**src/rtl/sdram_wr_packer.sv**
```systemverilog
// Feeds the SDRAM controller write FIFO: splits 32-bit stream words into
// low/high halfwords, issues the session load strobe, and zero-pads to a burst boundary on flush.
module sdram_wr_packer #(
  parameter int unsigned ASIZE       = 23,
  parameter int unsigned BURST       = 256,
  parameter int unsigned LOAD_CYCLES = 2
) (
  input  logic             CLK,
  input  logic             RESET,
  input  logic             START,
  input  logic [ASIZE-1:0] BASE_ADDR,
  input  logic [31:0]      IN_DATA,
  input  logic             IN_VALID,
  output logic             IN_READY,
  input  logic             FLUSH,
  output logic             FLUSH_DONE,
  output logic             BUSY,
  output logic [15:0]      WR_DATA,
  output logic             WR,
  input  logic             WR_FULL,
  output logic             WR_LOAD,
  output logic [ASIZE-1:0] WR_ADDR,
  output logic [8:0]       WR_LENGTH,
  output logic [15:0]      HW_COUNT
);

  localparam int unsigned LCW       = (LOAD_CYCLES > 1) ? $clog2(LOAD_CYCLES) : 1;
  localparam logic [LCW-1:0] LOAD_LAST = LCW'(LOAD_CYCLES - 1);
  localparam logic [8:0]  CNT_LAST  = 9'(BURST - 1);

  typedef enum logic [2:0] {S_IDLE, S_LOAD, S_STREAM, S_PAD, S_FDONE} state_e;
  typedef enum logic [1:0] {H_EMPTY, H_LO, H_HI} hold_e;

  state_e           state_q, state_d;
  hold_e            hold_st_q, hold_st_d;
  logic [31:0]      hold_data_q, hold_data_d;
  logic [LCW-1:0]   load_cnt_q, load_cnt_d;
  logic             flush_q, flush_d;
  logic [8:0]       cnt_q, cnt_d;
  logic [15:0]      hw_q, hw_d;
  logic [ASIZE-1:0] addr_q, addr_d;

  logic             wr_en;
  logic             accept;

  // State and datapath registers
  always_ff @(posedge CLK) begin
    if (RESET) begin
      state_q     <= S_IDLE;
      hold_st_q   <= H_EMPTY;
      hold_data_q <= 32'h0;
      load_cnt_q  <= '0;
      flush_q     <= 1'b0;
      cnt_q       <= 9'd0;
      hw_q        <= 16'd0;
      addr_q      <= '0;
    end else begin
      state_q     <= state_d;
      hold_st_q   <= hold_st_d;
      hold_data_q <= hold_data_d;
      load_cnt_q  <= load_cnt_d;
      flush_q     <= flush_d;
      cnt_q       <= cnt_d;
      hw_q        <= hw_d;
      addr_q      <= addr_d;
    end
  end

  // Next-state and datapath update
  always_comb begin
    state_d     = state_q;
    hold_st_d   = hold_st_q;
    hold_data_d = hold_data_q;
    load_cnt_d  = load_cnt_q;
    flush_d     = flush_q;
    cnt_d       = cnt_q;
    hw_d        = hw_q;
    addr_d      = addr_q;

    if (wr_en) begin
      hw_d  = hw_q + 16'd1;
      cnt_d = (cnt_q == CNT_LAST) ? 9'd0 : cnt_q + 9'd1;
    end

    // An accept in the high-half cycle refills the holding register directly
    if (accept) begin
      hold_data_d = IN_DATA;
      hold_st_d   = H_LO;
    end else if (wr_en && state_q == S_STREAM) begin
      hold_st_d = (hold_st_q == H_LO) ? H_HI : H_EMPTY;
    end

    if (FLUSH && state_q == S_STREAM) flush_d = 1'b1;

    case (state_q)
      S_IDLE: state_d = S_IDLE;
      S_LOAD: begin
        if (load_cnt_q == LOAD_LAST) state_d = S_STREAM;
        else                         load_cnt_d = load_cnt_q + LCW'(1);
      end
      // Look at the post-write holding state so FLUSH_DONE follows the last data write directly
      S_STREAM: begin
        if (flush_q && hold_st_d == H_EMPTY) state_d = (cnt_d == 9'd0) ? S_FDONE : S_PAD;
      end
      S_PAD: begin
        if (wr_en && cnt_d == 9'd0) state_d = S_FDONE;
      end
      S_FDONE: state_d = S_STREAM;
      default: state_d = S_IDLE;
    endcase

    if (state_d == S_FDONE) flush_d = 1'b0;

    if (START) begin
      state_d    = S_LOAD;
      load_cnt_d = '0;
      hold_st_d  = H_EMPTY;
      flush_d    = 1'b0;
      addr_d     = BASE_ADDR;
      cnt_d      = 9'd0;
      hw_d       = 16'd0;
    end
  end

  // Outputs; write strobe and ready depend combinationally on WR_FULL
  always_comb begin
    wr_en    = 1'b0;
    WR_DATA  = 16'h0000;
    IN_READY = 1'b0;

    if (state_q == S_STREAM) begin
      if (hold_st_q == H_LO)      WR_DATA = hold_data_q[15:0];
      else if (hold_st_q == H_HI) WR_DATA = hold_data_q[31:16];
      wr_en    = (hold_st_q != H_EMPTY) && !WR_FULL;
      IN_READY = !flush_q && ((hold_st_q == H_EMPTY) || (hold_st_q == H_HI && !WR_FULL));
    end else if (state_q == S_PAD) begin
      wr_en = !WR_FULL;
    end

    // A restart or reset cycle neither writes nor accepts
    if (RESET || START) begin
      wr_en    = 1'b0;
      IN_READY = 1'b0;
    end

    accept     = IN_VALID && IN_READY;
    WR         = wr_en;
    WR_LOAD    = (state_q == S_LOAD);
    FLUSH_DONE = (state_q == S_FDONE);
    BUSY       = (state_q == S_LOAD) || (state_q == S_PAD) || (state_q == S_FDONE) ||
                 (hold_st_q != H_EMPTY) || flush_q;
  end

  assign WR_ADDR   = addr_q;
  assign WR_LENGTH = 9'(BURST);
  assign HW_COUNT  = hw_q;

endmodule

```
**config.mk**
```make
export PLATFORM = sky130hd
export DESIGN_NAME = sdram_wr_packer
export DESIGN_NICKNAME = d
export VERILOG_FILES = /design/src/rtl/sdram_wr_packer.sv
export SDC_FILE = /design/constraint.sdc
export NUM_CORES = 1
export LEC_CHECK = 0
export ABC_AREA = 1
export CAP_MARGIN = 20
export CORE_MARGIN = 2
export CORE_UTILIZATION = 42
export DETAILED_ROUTE_END_ITERATION = 8
export GPL_TIMING_DRIVEN = 0
export PLACE_DENSITY = 0.8
export SYNTH_ARGS = -nofsm -noshare
export SYNTH_HDL_FRONTEND = slang
export SYNTH_SLANG_ARGS = --single-unit
```
**constraint.sdc**
```tcl
create_clock -name CLK -period 1.65 [get_ports CLK]
set_input_delay 0.2475 -clock CLK [delete_from_list [all_inputs] [get_ports CLK]]
set_output_delay 0.2475 -clock CLK [all_outputs]
set_load 0.1 [all_outputs]
```
* After elaboration in Yosys (flattened, before gate mapping)
Cells that the tools add are included.
Word-level totals: register bits 87, logic and storage cells 62, input port bits 61
Cells by class: $add $sub $neg 3, reductions and logical operators 22, multiplexer cells 20, eq/ne operators 8
Operators with widths (number):
- $mux W16 | 3
- $mux W9 | 2
- $add A16 B1 Y16 const B | 1
- $mux W3 | 4
- $pmux W3 S4 | 1
- $add A9 B1 Y9 const B | 1
- $eq A9 B8 Y1 const B | 1
- $logic_not A9 Y1 | 1
- $logic_and A1 B1 Y1 | 8
- $mux W1 | 7
- $eq A3 B2 Y1 const B | 2
- $eq A3 B3 Y1 const B | 2
- $logic_or A1 B1 Y1 | 6
- $mux W2 | 3
- $logic_not A2 Y1 | 2
- $eq A3 B1 Y1 const B | 1
- $reduce_or A3 Y1 | 1
- $eq A2 B1 Y1 const B | 1
- $eq A2 B2 Y1 const B | 1
- $logic_not A1 Y1 | 2
- $reduce_bool A2 Y1 | 1
- $reduce_or A2 Y1 | 1
- $add A1 B1 Y1 const B | 1

* Longest topological paths before layout
Gate-level depths: netlist of run 1.
word-level depth 14, gate-level depth with buffers 17, gate-level depth less buffers 16

* Worst setup path after synthesis of run 1
No wires, ideal clock.
path kind reg-to-output, from register state_q[1], to output port BUSY, slack -1.955 ns, stages on the path, launching flop included 4, data arrival time 3.358 ns, required time 1.402 ns, path through dfxtp_1 nor3_1 a211oi_1 nand2_1
On the way: elaborated cells between the ends (all ways) 7, those cells by class 3 x eq/ne; 4 x reduce/logical
RTL lines:
- from (decl) | line 34 | state_e state_q, state_d;
- from (signal assigned) | line 58 | state_q <= state_d;
- $eq A3 B3 Y1
- named net FLUSH_DONE | line 16 | output logic FLUSH_DONE,
- $logic_or A1 B1 Y1 (2 in a row) | line 150 | BUSY = (state_q == S_LOAD) || (state_q == S_PAD) || (state_q == S_FDONE) ||
- $logic_or A1 B1 Y1 | line 151 | (hold_st_q != H_EMPTY) || flush_q;
- to (decl) | line 17 | output logic BUSY,
The timed path passes the listed nets, and every way through them passes these cells.

* Worst setup path after layout of run 1
from register hold_st_q[1], to output port WR_DATA[12]
On the way: word-level cells in the longest chain between the ends 4, elaborated cells between the ends (all ways) 5, those cells by class 2 x eq/ne; 3 x mux
Ends and longest elaborated chain:
- from (decl) | line 35 | hold_e hold_st_q, hold_st_d;
- from (signal assigned) | line 59 | hold_st_q <= hold_st_d;
- $eq A2 B2 Y1 | line 133 | else if (hold_st_q == H_HI) WR_DATA = hold_data_q[31:16];
- $mux W16 | line 133
- $mux W16 * | line 132 | if (hold_st_q == H_LO) WR_DATA = hold_data_q[15:0];
- $mux W16 * | line 131 | if (state_q == S_STREAM) begin
- to (decl) | line 18 | output logic [15:0] WR_DATA,
Mark *: on every way between the ends. The rest lies on a longest branch, timed or not.

==> key figures, run 1 <==
GRT
  – Largest net degree at the start of global routing: 17
  – Total grt overflow: 0
  – Number of global-route vias before repair: 4,623
  – Initial antenna violation count: 0
  – Overall global routing resource usage: 0.258
  – First-pass GRT wire length: 22,500 um

Synth
  – Adder-cell share of the synthesized area: 0.00601
  – Largest family of logic cells by synthesized area: simple AND/OR/NAND/NOR gates
  – Syn Area/Cell: 7.29 sq um
  – Seq/Total Area, Yosys: 0.419
  – Multiplexer share of the synthesized area: 0
  – Synth Instances: 571
  – Synthesis warning total: 0
  – Mapped Area: 4160 sq um
  – Simple-gate share of the synthesized area: 0.281
  – Synth Area in XOR/XNOR: 0.00421
  – Synth Area in Compound Gates: 0.159
  – Synthesis-stage register bit count: 87
  – Synth cell types: 39

Finish
  – Fill cells: 545
  – Final core occ: 0.780
  – Commonest non-fill, non-tap cell in the layout: nand2_1
  – Area Growth Syn to Fin: 81.6%
  – ANT cells: 0
  – # nets final: 813
  – Fin cells: 888
  – FF+latch area: 1800 sq um
  – Most frequent cells in the layout: 93 x nand2_1, 66 x dfxtp_1, 64 x inv_1
  – Fin area: 7560 sq um
  – Multi-input logic area: 2810 sq um
  – Layout cell share with drive strength beyond 1: 0.450

Clocking
  – Clk_lat worst skew: 0.38 ns
  – Clock buffer depth: 2
  – Num CTS Buffers: 9
  – Clock Sinks: 87
  – Root buf cell: clkbuf_8
  – Clock-pin slew on the worst setup and hold paths: 0.11 ns
  – CTS tree: built
  – H-tree levels: 3

Timing
  – Skew final: 0.0187 ns
  – Relative slew slack: 0.506
  – Crit share post-route: 1.25
  – Final hold violation count: 0
  – Slew @ Worst Pin: 0.741 ns
  – Worst setup margin: -0.405 ns
  – Final setup viols: 64
  – Fin. max-slew vios: 0
  – RSZ-0062 raised after global routing: yes
  – F_max: 0.487 GHz
  – Minimum clock period: 2.06 ns

Hold path
  – Hold path cells: 3
  – Hold Path Class: in -> reg

Floorplanning
  – Die Wd: 104 um
  – Die area: 10,700 sq um
  – Die Ht: 104 um
  – Core Box Area: 9680 sq um
  – I/O pin cnt: 130
  – Initial core utilization: 0.430
  – # rows: 36

Drt
  – Post-Route WL: 16,300 um
  – WL per Instance: 18.4 um
  – Vias: 4,708
  – DRC: 0
  – Antenna viol nets, final: 0
  – Vias/cell: 5.30
  – Initial DRC count: 316
  – DR pass1 iterations: 6

Pwr
  – Net Switching: 1.44 mW
  – Pwr Density: 584 nW/um^2
  – Clock power frac: 0.335
  – Internal Pwr Total: 2.98 mW
  – Sequential power share: 0.484
  – Overall power: 4.41 mW
  – Pleak: 2.73 nW
  – Switch share: 0.325
  – Maximum vdd drop: 0.380 mV
  – Comb power frac: 0.182

Setup path
  – Worst Path Max Fanout: 8
  – CP required: 1.40 ns
  – R2r worst-path depth: 16
  – Setup crit start kind: register
  – CP Data Arrival Time: 1.81 ns
  – Slowest stage delay, CP: 0.40 ns
  – Crit. End Element: output port
  – CP Cell Sequence: inv_4 -> or2_4 -> clkbuf_16 -> o22ai_4 -> inv_2 -> nor2_4 -> buf_12
  – Crit-path slowest cell: dfxtp_4
  – Crit path kind: reg -> out

Place
  – RePlAce Congestion: 0.919
  – Detail Placement HPWL: 8690 um
  – Placed cell area: 5860 sq um
  – Post-Place Setup Slack: -1.13 ns
  – PortBufs: 119
  – Placed cells: 830

Run
  – Max Cap Viol: 0

Status
  – Failing checks: negative setup slack
  – Status: finished with violations
-- cells by family after synthesis --
kind of cell    after synthesis
compound gates              107
simple gates                247
fa+ha+maj                     2
other cells                   2
buf+inv                     124
flops                        87
xor+xnor                      2
-- registers in the layout (all words and copies together) (netlist names) --
| register | cells |
|---|---|
| WR_ADDR | 23 |
| cnt_q | 9 |
| hold_st_q | 2 |
| state_q | 3 |
| flush_q | 1 |
| HW_COUNT | 16 |
| load_cnt_q | 1 |
| hold_data_q | 32 |
-- stage by stage --
stage | hold slack (ns) | TNS, ns
6_report | 0.213 | -10.53
5_1_grt | 0.241 | -13.96
4_1_cts | 0.229 | -6.06
3_5_place_dp | 0.454 | -55.75
3_3_place_gp | 0.449 | -52.69
2_1_floorplan | 0.388 | -14.59
-- area by class of cell --
cell class | instances | share of cell area
multi-input combinational | 367 | 0.372
timing repair buffer | 162 | 0.253
sequential | 87 | 0.239
inverter | 88 | 0.0462
buffer | 35 | 0.0435
tap | 133 | 0.0220
clock buffer | 10 | 0.0182
clock inverter | 6 | 0.00646
-- synth_stat cells --
library cell | count | area, sq um
nand3_1 | 23 | 115
nand4_1 | 4 | 25.0
buf_6 | 4 | 45.0
nand3_4 | 1 | 17.5
or2_2 | 1 | 6.26
nor3b_1 | 2 | 15.0
inv_2 | 6 | 22.5
nor3_2 | 1 | 10.0
a21oi_1 | 40 | 200
buf_4 | 9 | 67.6
nor2_2 | 3 | 18.8
ha_1 | 2 | 25.0
buf_1 | 4 | 15.0
o21a_1 | 3 | 22.5
a211oi_1 | 31 | 233
buf_2 | 5 | 25.0
o21ai_1 | 2 | 10.0
o21ai_0 | 12 | 60.1
xnor2_1 | 1 | 8.76
nor3b_2 | 1 | 12.5
conb_1 | 2 | 7.51
nand2_2 | 3 | 18.8
nor2_8 | 3 | 60.1
inv_1 | 81 | 304
dfxtp_1 | 87 | 1740
nand3_2 | 3 | 30.0
o22ai_1 | 16 | 100
nand2_1 | 104 | 390
nand3b_1 | 1 | 7.51
nor2_1 | 80 | 300
nor3_1 | 9 | 45.0
a211oi_2 | 3 | 37.5
nand2_4 | 3 | 33.8
nand2b_4 | 1 | 13.8
nor2_4 | 3 | 33.8
xor2_1 | 1 | 8.76
clkbuf_1 | 14 | 52.6
clkinv_2 | 1 | 5.00
nor3_4 | 1 | 16.3
-- metal layers --
| metal | global-route usage | share of wire | vias up |
|---|---|---|---|
| met2 | 0.469 | 0.53 | 248 |
| met3 | 0.0654 | 0.063 | 74 |
| met1 | 0.281 | 0.36 | 2217 |
| met5 | 0 | 0 | - |
| met4 | 0.117 | 0.053 | 0 |
| li1 | - | - | 2169 |
-- path summary, 6_finish.rpt --
path,from,end,slack [ns]
setup / recovery,hold_st_q[1],WR_DATA[12],-0.41
hold / removal,START,WR_ADDR[10],0.21
setup reg to reg,hold_st_q[1],state_q[1],-0.39
hold reg to reg,WR_ADDR[5],WR_ADDR[5],0.47
-- power groups by stage --
stage	Sequential (mW)	Clock, mW	Combinational [mW]
detailed placement	2.19	0	0.731
CTS	2.13	1.45	0.762
global placement	2.19	0	0.726
global route	2.14	1.57	0.828
finish	2.13	1.48	0.801
floorplan	2.41	0	0.259
-- critical path, delay by kind of cell (launching register included) --
family / cells / cell delay (ns)
buffers and inverters: 4 / 0.50
flip-flops: 1 / 0.40
AND/OR/NAND/NOR: 2 / 0.40
AO/OA/AOI/OAI: 1 / 0.13
-- what timing repair did --
item / CTS / global route
resized for setup: 424 / 99
pin swaps: 31 / 29
setup endpoints to repair: 115 / 69
setup buffers: 26 / 14
cloned: 2 / 3
hold buffers: 0 / 0
Power figures use the tool's default switching activity.
==> inputs of run 2 (changes only) <==
- CORE_UTILIZATION: 42 -> 40
- PLACE_DENSITY: 0.8 -> 0.77
==> run 2 against run 1 <==
Compared with the run above: the flow still finishes with violations (negative setup slack); utilization is 3.0 points lower; clock skew is 0.0063 ns lower; die area increased by 4.8%; sequential power about the same; final area increased by 1.6%; hold slack improved by 0.021 ns; routed wire length is 7.4% lower.
==> key figures, run 2 (synthesis gave the netlist of run 1 again) <==
GRT
  – Largest net degree at the start of global routing: 16 (-1)
  – First-pass GRT wire length: 21,700 um (-3.5%)
  – Overall global routing resource usage: 0.241 (-0.0173)
  – Initial antenna violation count: 1 (+1)
  – Total grt overflow: 0 (unchanged)
  – Number of global-route vias before repair: 4,619 (-0.087%)

Place
  – PortBufs: 119 (unchanged)
  – Detail Placement HPWL: 8650 um (-0.39%)
  – RePlAce Congestion: 0.910 (-0.88%)
  – Post-Place Setup Slack: -1.14 ns (-0.00454 ns)
  – Placed cells: 833 (+0.36%)
  – Placed cell area: 5860 sq um (about the same)

Clocking
  – CTS Hold Bufs: 0 (unchanged)
  – H-tree levels: 3 (unchanged)
  – Num CTS Buffers: 9 (unchanged)
  – CTS tree: built
  – Clk_lat worst skew: 0.37 ns (about the same)
  – Clock Sinks: 87 (unchanged)
  – Root buf cell: clkbuf_8
  – Clock buffer depth: 2 (unchanged)
  – Clock-pin slew on the worst setup and hold paths: 0.10 ns (about the same)

Status
  – Status: finished with violations
  – Failing checks: negative setup slack

Drt
  – WL per Instance: 16.8 um (-8.8%)
  – DR pass1 iterations: 5 (-1)
  – DRC: 0 (unchanged)
  – Initial DRC count: 216 (-32%)
  – Post-Route WL: 15,100 um (-7.4%)
  – Vias: 4,588 (-2.5%)
  – Antenna viol nets, final: 0 (unchanged)
  – Vias/cell: 5.09 (-4.1%)

Floorplanning
  – # rows: 37 (+2.8%)
  – Initial core utilization: 0.407 (-0.0230)
  – Core Box Area: 10,200 sq um (+5.6%)
  – Die Wd: 106 um (+2.4%)
  – Die area: 11,200 sq um (+4.8%)
  – I/O pin cnt: 130 (unchanged)
  – Die Ht: 106 um (+2.4%)

Timing
  – Setup TNS: -12.46 ns (-1.93 ns)
  – Skew final: 0.0124 ns (-0.00629 ns)
  – F_max: 0.482 GHz (-1.0%)
  – Slew @ Worst Pin: 0.751 ns (+0.00947 ns)
  – Crit share post-route: 1.26 (+0.0131)
  – RSZ-0062 raised after global routing: yes
  – Minimum clock period: 2.08 ns (+0.0216 ns)
  – Final hold violation count: 0 (unchanged)
  – Final setup viols: 65 (+1.6%)
  – Worst setup margin: -0.427 ns (-0.0216 ns)
  – WHS: 0.235 ns (+0.0211 ns)
  – Fin. max-slew vios: 0 (unchanged)
  – Relative slew slack: 0.500 (-0.00632)

Pwr
  – Switch share: 0.322 (-0.00314)
  – Maximum vdd drop: 0.354 mV (-7.0%)
  – Sequential power share: 0.496 (+0.012)
  – Clock power frac: 0.320 (-0.015)
  – Overall power: 4.31 mW (-2.4%)
  – Net Switching: 1.39 mW (-3.3%)
  – Pleak: 2.76 nW (+1.2%)
  – Comb power frac: 0.184 (+0.002)
  – Pwr Density: 561 nW/um^2 (-3.9%)
  – Internal Pwr Total: 2.92 mW (-1.9%)

Setup path
  – Crit path kind: reg -> reg
  – CP required: 1.91 ns (+0.51 ns)
  – CP Data Arrival Time: 2.33 ns (+0.52 ns)
  – R2r worst-path depth: 13 (-3)
  – Setup crit start kind: register
  – Worst Path Max Fanout: 5 (-3)
  – Crit. End Element: register

Finish
  – Fin cells: 902 (+1.6%)
  – Fill cells: 660 (+21%)
  – Most frequent cells in the layout: 86 x nand2_1, 67 x dfxtp_1, 63 x inv_1
  – Top reg by flops: hold_data_q
  – Layout cell share with drive strength beyond 1: 0.471 (+0.0203)
  – Area Growth Syn to Fin: 84.5%
  – # nets final: 823 (+1.2%)
  – Number of flip-flops in the largest register: 32 (unchanged)
  – Fin area: 7680 sq um (+1.6%)
  – Final core occ: 0.750 (-0.0301)
  – Commonest non-fill, non-tap cell in the layout: nand2_1

Run
  – Max Cap Viol: 0 (unchanged)

Hold path
  – Hold path cells: 3 (unchanged)
  – Hold Path Class: in -> reg
## run 2: changes by cell type in the layout (fill, tap and decap cells not counted), sizes merged
cell	delta
buf	+11
clkbuf	-2
clkinvlp	+2
diode	+1
inv	-2
nor2	+1
## run 2: power groups by stage
stage / Combinational [mW] / Sequential, mW / Clock [mW]
after floorplan: 0.259 / 2.41 / 0
after global placement: 0.727 / 2.19 / 0
after detailed placement: 0.731 / 2.19 / 0
after CTS: 0.758 / 2.14 / 1.37
after global routing: 0.823 / 2.14 / 1.48
final: 0.794 / 2.13 / 1.38
## run 2: repair_timing
| action | 4_1_cts | 5_1_grt |
|---|---|---|
| endpoints found under the setup margin | 115 | 69 |
| buffers inserted | 30 | 21 |
| gates resized for setup | 425 | 120 |
| gates cloned | 6 | 1 |
| pin swaps | 31 | 54 |
## run 2: worst paths after layout
check,from,endpoint,slack [ns]
max,cnt_q[5],state_q[1],-0.43
min,START,WR_ADDR[11],0.23
max reg2reg,cnt_q[5],state_q[1],-0.43
min reg2reg,WR_ADDR[1],WR_ADDR[1],0.46
## run 2: final cells by class
| cell class | count | area (sq um) | share of cell area |
|---|---|---|---|
| multi-input combinational | 368 | 2850 | 0.371 |
| sequential | 87 | 1800 | 0.235 |
| tap | 136 | 170 | 0.0222 |
| clock inverter | 6 | 43.8 | 0.00570 |
| timing repair buffer | 172 | 2010 | 0.262 |
| clock buffer | 10 | 128 | 0.0166 |
| antenna | 1 | 2.50 | 0.000326 |
| buffer | 34 | 325 | 0.0424 |
| inverter | 88 | 344 | 0.0448 |
## run 2: routing by layer
layer  vias up  track usage  wire [um]
met5         -            0          0
met1      2218        0.259       5820
li1       2195            -          -
met2       136        0.450       8150
met3        39       0.0540        707
met4         0        0.101        438
## run 2: worst max-delay path, stage by stage, from the launching register on
cell     delay [ns]
dfxtp_1        0.49
nand3_2        0.17
nor2_4         0.19
nand2_1        0.11
o21ai_2        0.22
nand2_2        0.08
nor2_2         0.13
nand3_2        0.10
inv_2          0.10
nand2_1        0.08
nand2_1        0.09
nand3_1        0.08
nand2_1        0.07
inv_1          0.05
==> variant: new RTL, config.mk and constraints of run 2 <==
`BURST`: 256 -> 128.
--- a/src/rtl/sdram_wr_packer.sv
+++ b/src/rtl/sdram_wr_packer.sv
@@ -4,3 +4,3 @@
   parameter int unsigned ASIZE       = 23,
-  parameter int unsigned BURST       = 256,
+  parameter int unsigned BURST       = 128,
   parameter int unsigned LOAD_CYCLES = 2
Behaviour: not the same (Yosys sat finds a counterexample within 4 cycles, from zero or initial values and one cycle with RESET high).
==> variant against run 2 <==
The run still ends with setup timing left. Sequential share of layout area fell by 0.13 points. Synthesized area fell by 2.6%. Worst setup slack improved by 0.024 ns. Final cell count fell by 1.2%. Wire length rose by 10%. Total power rose by 1.9%. Register-to-register slack improved by 0.097 ns. Design area rose by 0.47%. Sequential cell count did not move. Synthesized cell count fell by 1.1%. Sequential power barely moved. First-iteration DRC count rose by 22%. Critical path type is now flop to output port. Critical endpoint is now WR_DATA[7].
==> variant: results (changes against run 2) <==
stage,metric,value,unit,change
pwr,vdd.ir_drop.worst,539,µV,+53%
grt,antenna_found_initial,0,,-1
placement,dp_hpwl,8.23,mm,-4.9%
cells_and_area,fin_cells,891,,-1.2%
logic_synthesis,async_flop_share,0,%,unchanged
hold_path,whs_path_depth,3,,unchanged
pwr,p_leak,0.00281,µW,+1.7%
cells_and_area,diodes,0,,-1
grt,grt_pass1_wl,20.3,mm,-6.5%
route,via_per_inst,5.31,,+4.4%
logic_synthesis,yosys-top-cells-count,"nand2_1 (105), inv_1 (91), dfxtp_1 (87)",,
grt,gr-usage-met1,26.3,%,+0.37 points
critical_path,r2r_cells,14,,+1
grt,grtUsageMet3,4.37,%,-1.0 points
placement,dpl_cell_area,5730,µm²,-2.3%
cells_and_area,largest_reg_flops,32,,unchanged
placement,globalplace.congestion,0.879,,-3.4%
outcome,violations,setup timing,,
clock_network,clk_pin_slew,0.10,ns,about the same
critical_path,crit_family,buffers and inverters,,
sta,setup_viol,65,,unchanged
logic_synthesis,syn_area_per_cell,7.17,µm²,-1.6%
sta,setup_ws,-0.403,ns,+0.0237 ns
sta,fin_tns_setup,-14.03,ns,-1.56 ns
route,wl_per_cell,18.7,µm,+11%
critical_path,path_max_fanout,6,,+1
grt,grt_use_met2,40.6,%,-4.4 points
cells_and_area,fillers,575,,-13%
route,drt-initial-drc-count,264,,+22%
grt,grt_max_degree,16,,unchanged
logic_synthesis,yosys-top-cells-area,"dfxtp_1 (43%), nand2_1 (9.7%), inv_1 (8.4%)",,
critical_path,r2r-end,state_q[0],,
critical_path,path_class,flop to output port,,
sta,fin_skew,0.0202,ns,+0.00781 ns
logic_synthesis,ys_types,38,,-2.6%
outcome,outcome,finished with violations,,
critical_path,crit_start,hold_st_q[1],,
sta,holdWs,0.185,ns,-0.0492 ns
critical_path,arrival,1.81,ns,-0.52 ns
cells_and_area,nNetsFinal,816,,-0.85%
critical_path,r2r_slack,-0.33,ns,+0.10 ns
critical_path,cpMaxStageDelayCell,dfxtp_4,,
logic_synthesis,ys_seq_area_share,43.0,%,+1.1 points
sta,relSlewSlack,48.4,%,-1.5 points
grt,grt_pass1_vias,4362,,-5.6%
grt,grtUsageTotal,22.4,%,-1.6 points
critical_path,slowest_delay,0.39,ns,-0.10 ns
critical_path,r2r-start,state_q[1],,
-- variant: cell count changes in the layout (fill, tap and decap cells not counted), sizes merged, moves of 3 or more --
cell    delta
nand3     -10
nor2       -6
nor3       -6
inv        +7
nand2      +3
clkbuf     +4
-- variant: through the flow --
step	power, µW	worst slack (ns)
global placement	2910	-1.42
CTS	4300	-0.272
global route	4510	-0.476
floorplan	2670	-0.270
detailed placement	2920	-1.42
finish	4390	-0.403
-- variant: worst max path at each step --
| stage | end | slack (ns) | depth (start not counted) |
|---|---|---|---|
| after floorplan | BUSY | -0.27 | 4 |
| after global placement | IN_READY | -1.42 | 7 |
| after detailed placement | IN_READY | -1.42 | 7 |
| after CTS | WR_DATA[14] | -0.27 | 6 |
| after global routing | WR_DATA[7] | -0.48 | 7 |
| final | WR_DATA[7] | -0.40 | 7 |
-- variant: timing repair --
action,4_1_cts,5_1_grt
gates cloned,1,5
pin swaps,37,49
gates resized for setup,408,197
endpoints found under the setup margin,106,69
endpoints found under the hold margin,0,0
buffers inserted,20,29
hold buffers,0,0
-- variant: routing by layer --
layer / routed length, µm / up-vias
li1: - / 2162
met1: 5980 / 2278
met2: 8860 / 234
met3: 1080 / 59
met4: 734 / 0
met5: 0 / -
-- variant: tightest hold or removal path, stage by stage --
cell and delay (ns):
buf_6 0.12, nand2_1 0.06, a21oi_1 0.06
-- variant: power by group --
group / internal [µW] / switching, µW
Clock: 603 / 840
Combinational: 255 / 556
Sequential: 2110 / 21.7
Total: 2970 / 1420
-- variant: kinds of logic after synthesis --
group / count (synthesis) / share of synthesized area (%)
adder cells (fa/ha/maj): 2 / 0.617
flip-flops: 87 / 43.0
other: 2 / 0.185
AO/OA/AOI/OAI: 112 / 16.8
buffers and inverters: 131 / 13.6
XOR/XNOR: 3 / 0.648
AND/OR/NAND/NOR: 228 / 25.2
-- variant: final cells by class --
class	instances	area, µm²	share of cell area [%]
multi-input combinational	354	2800	36.3
timing repair buffer	171	2020	26.2
sequential	87	1800	23.3
inverter	95	384	4.98
buffer	35	367	4.75
tap	133	166	2.16
clock buffer	11	141	1.83
clock inverter	5	40.0	0.519
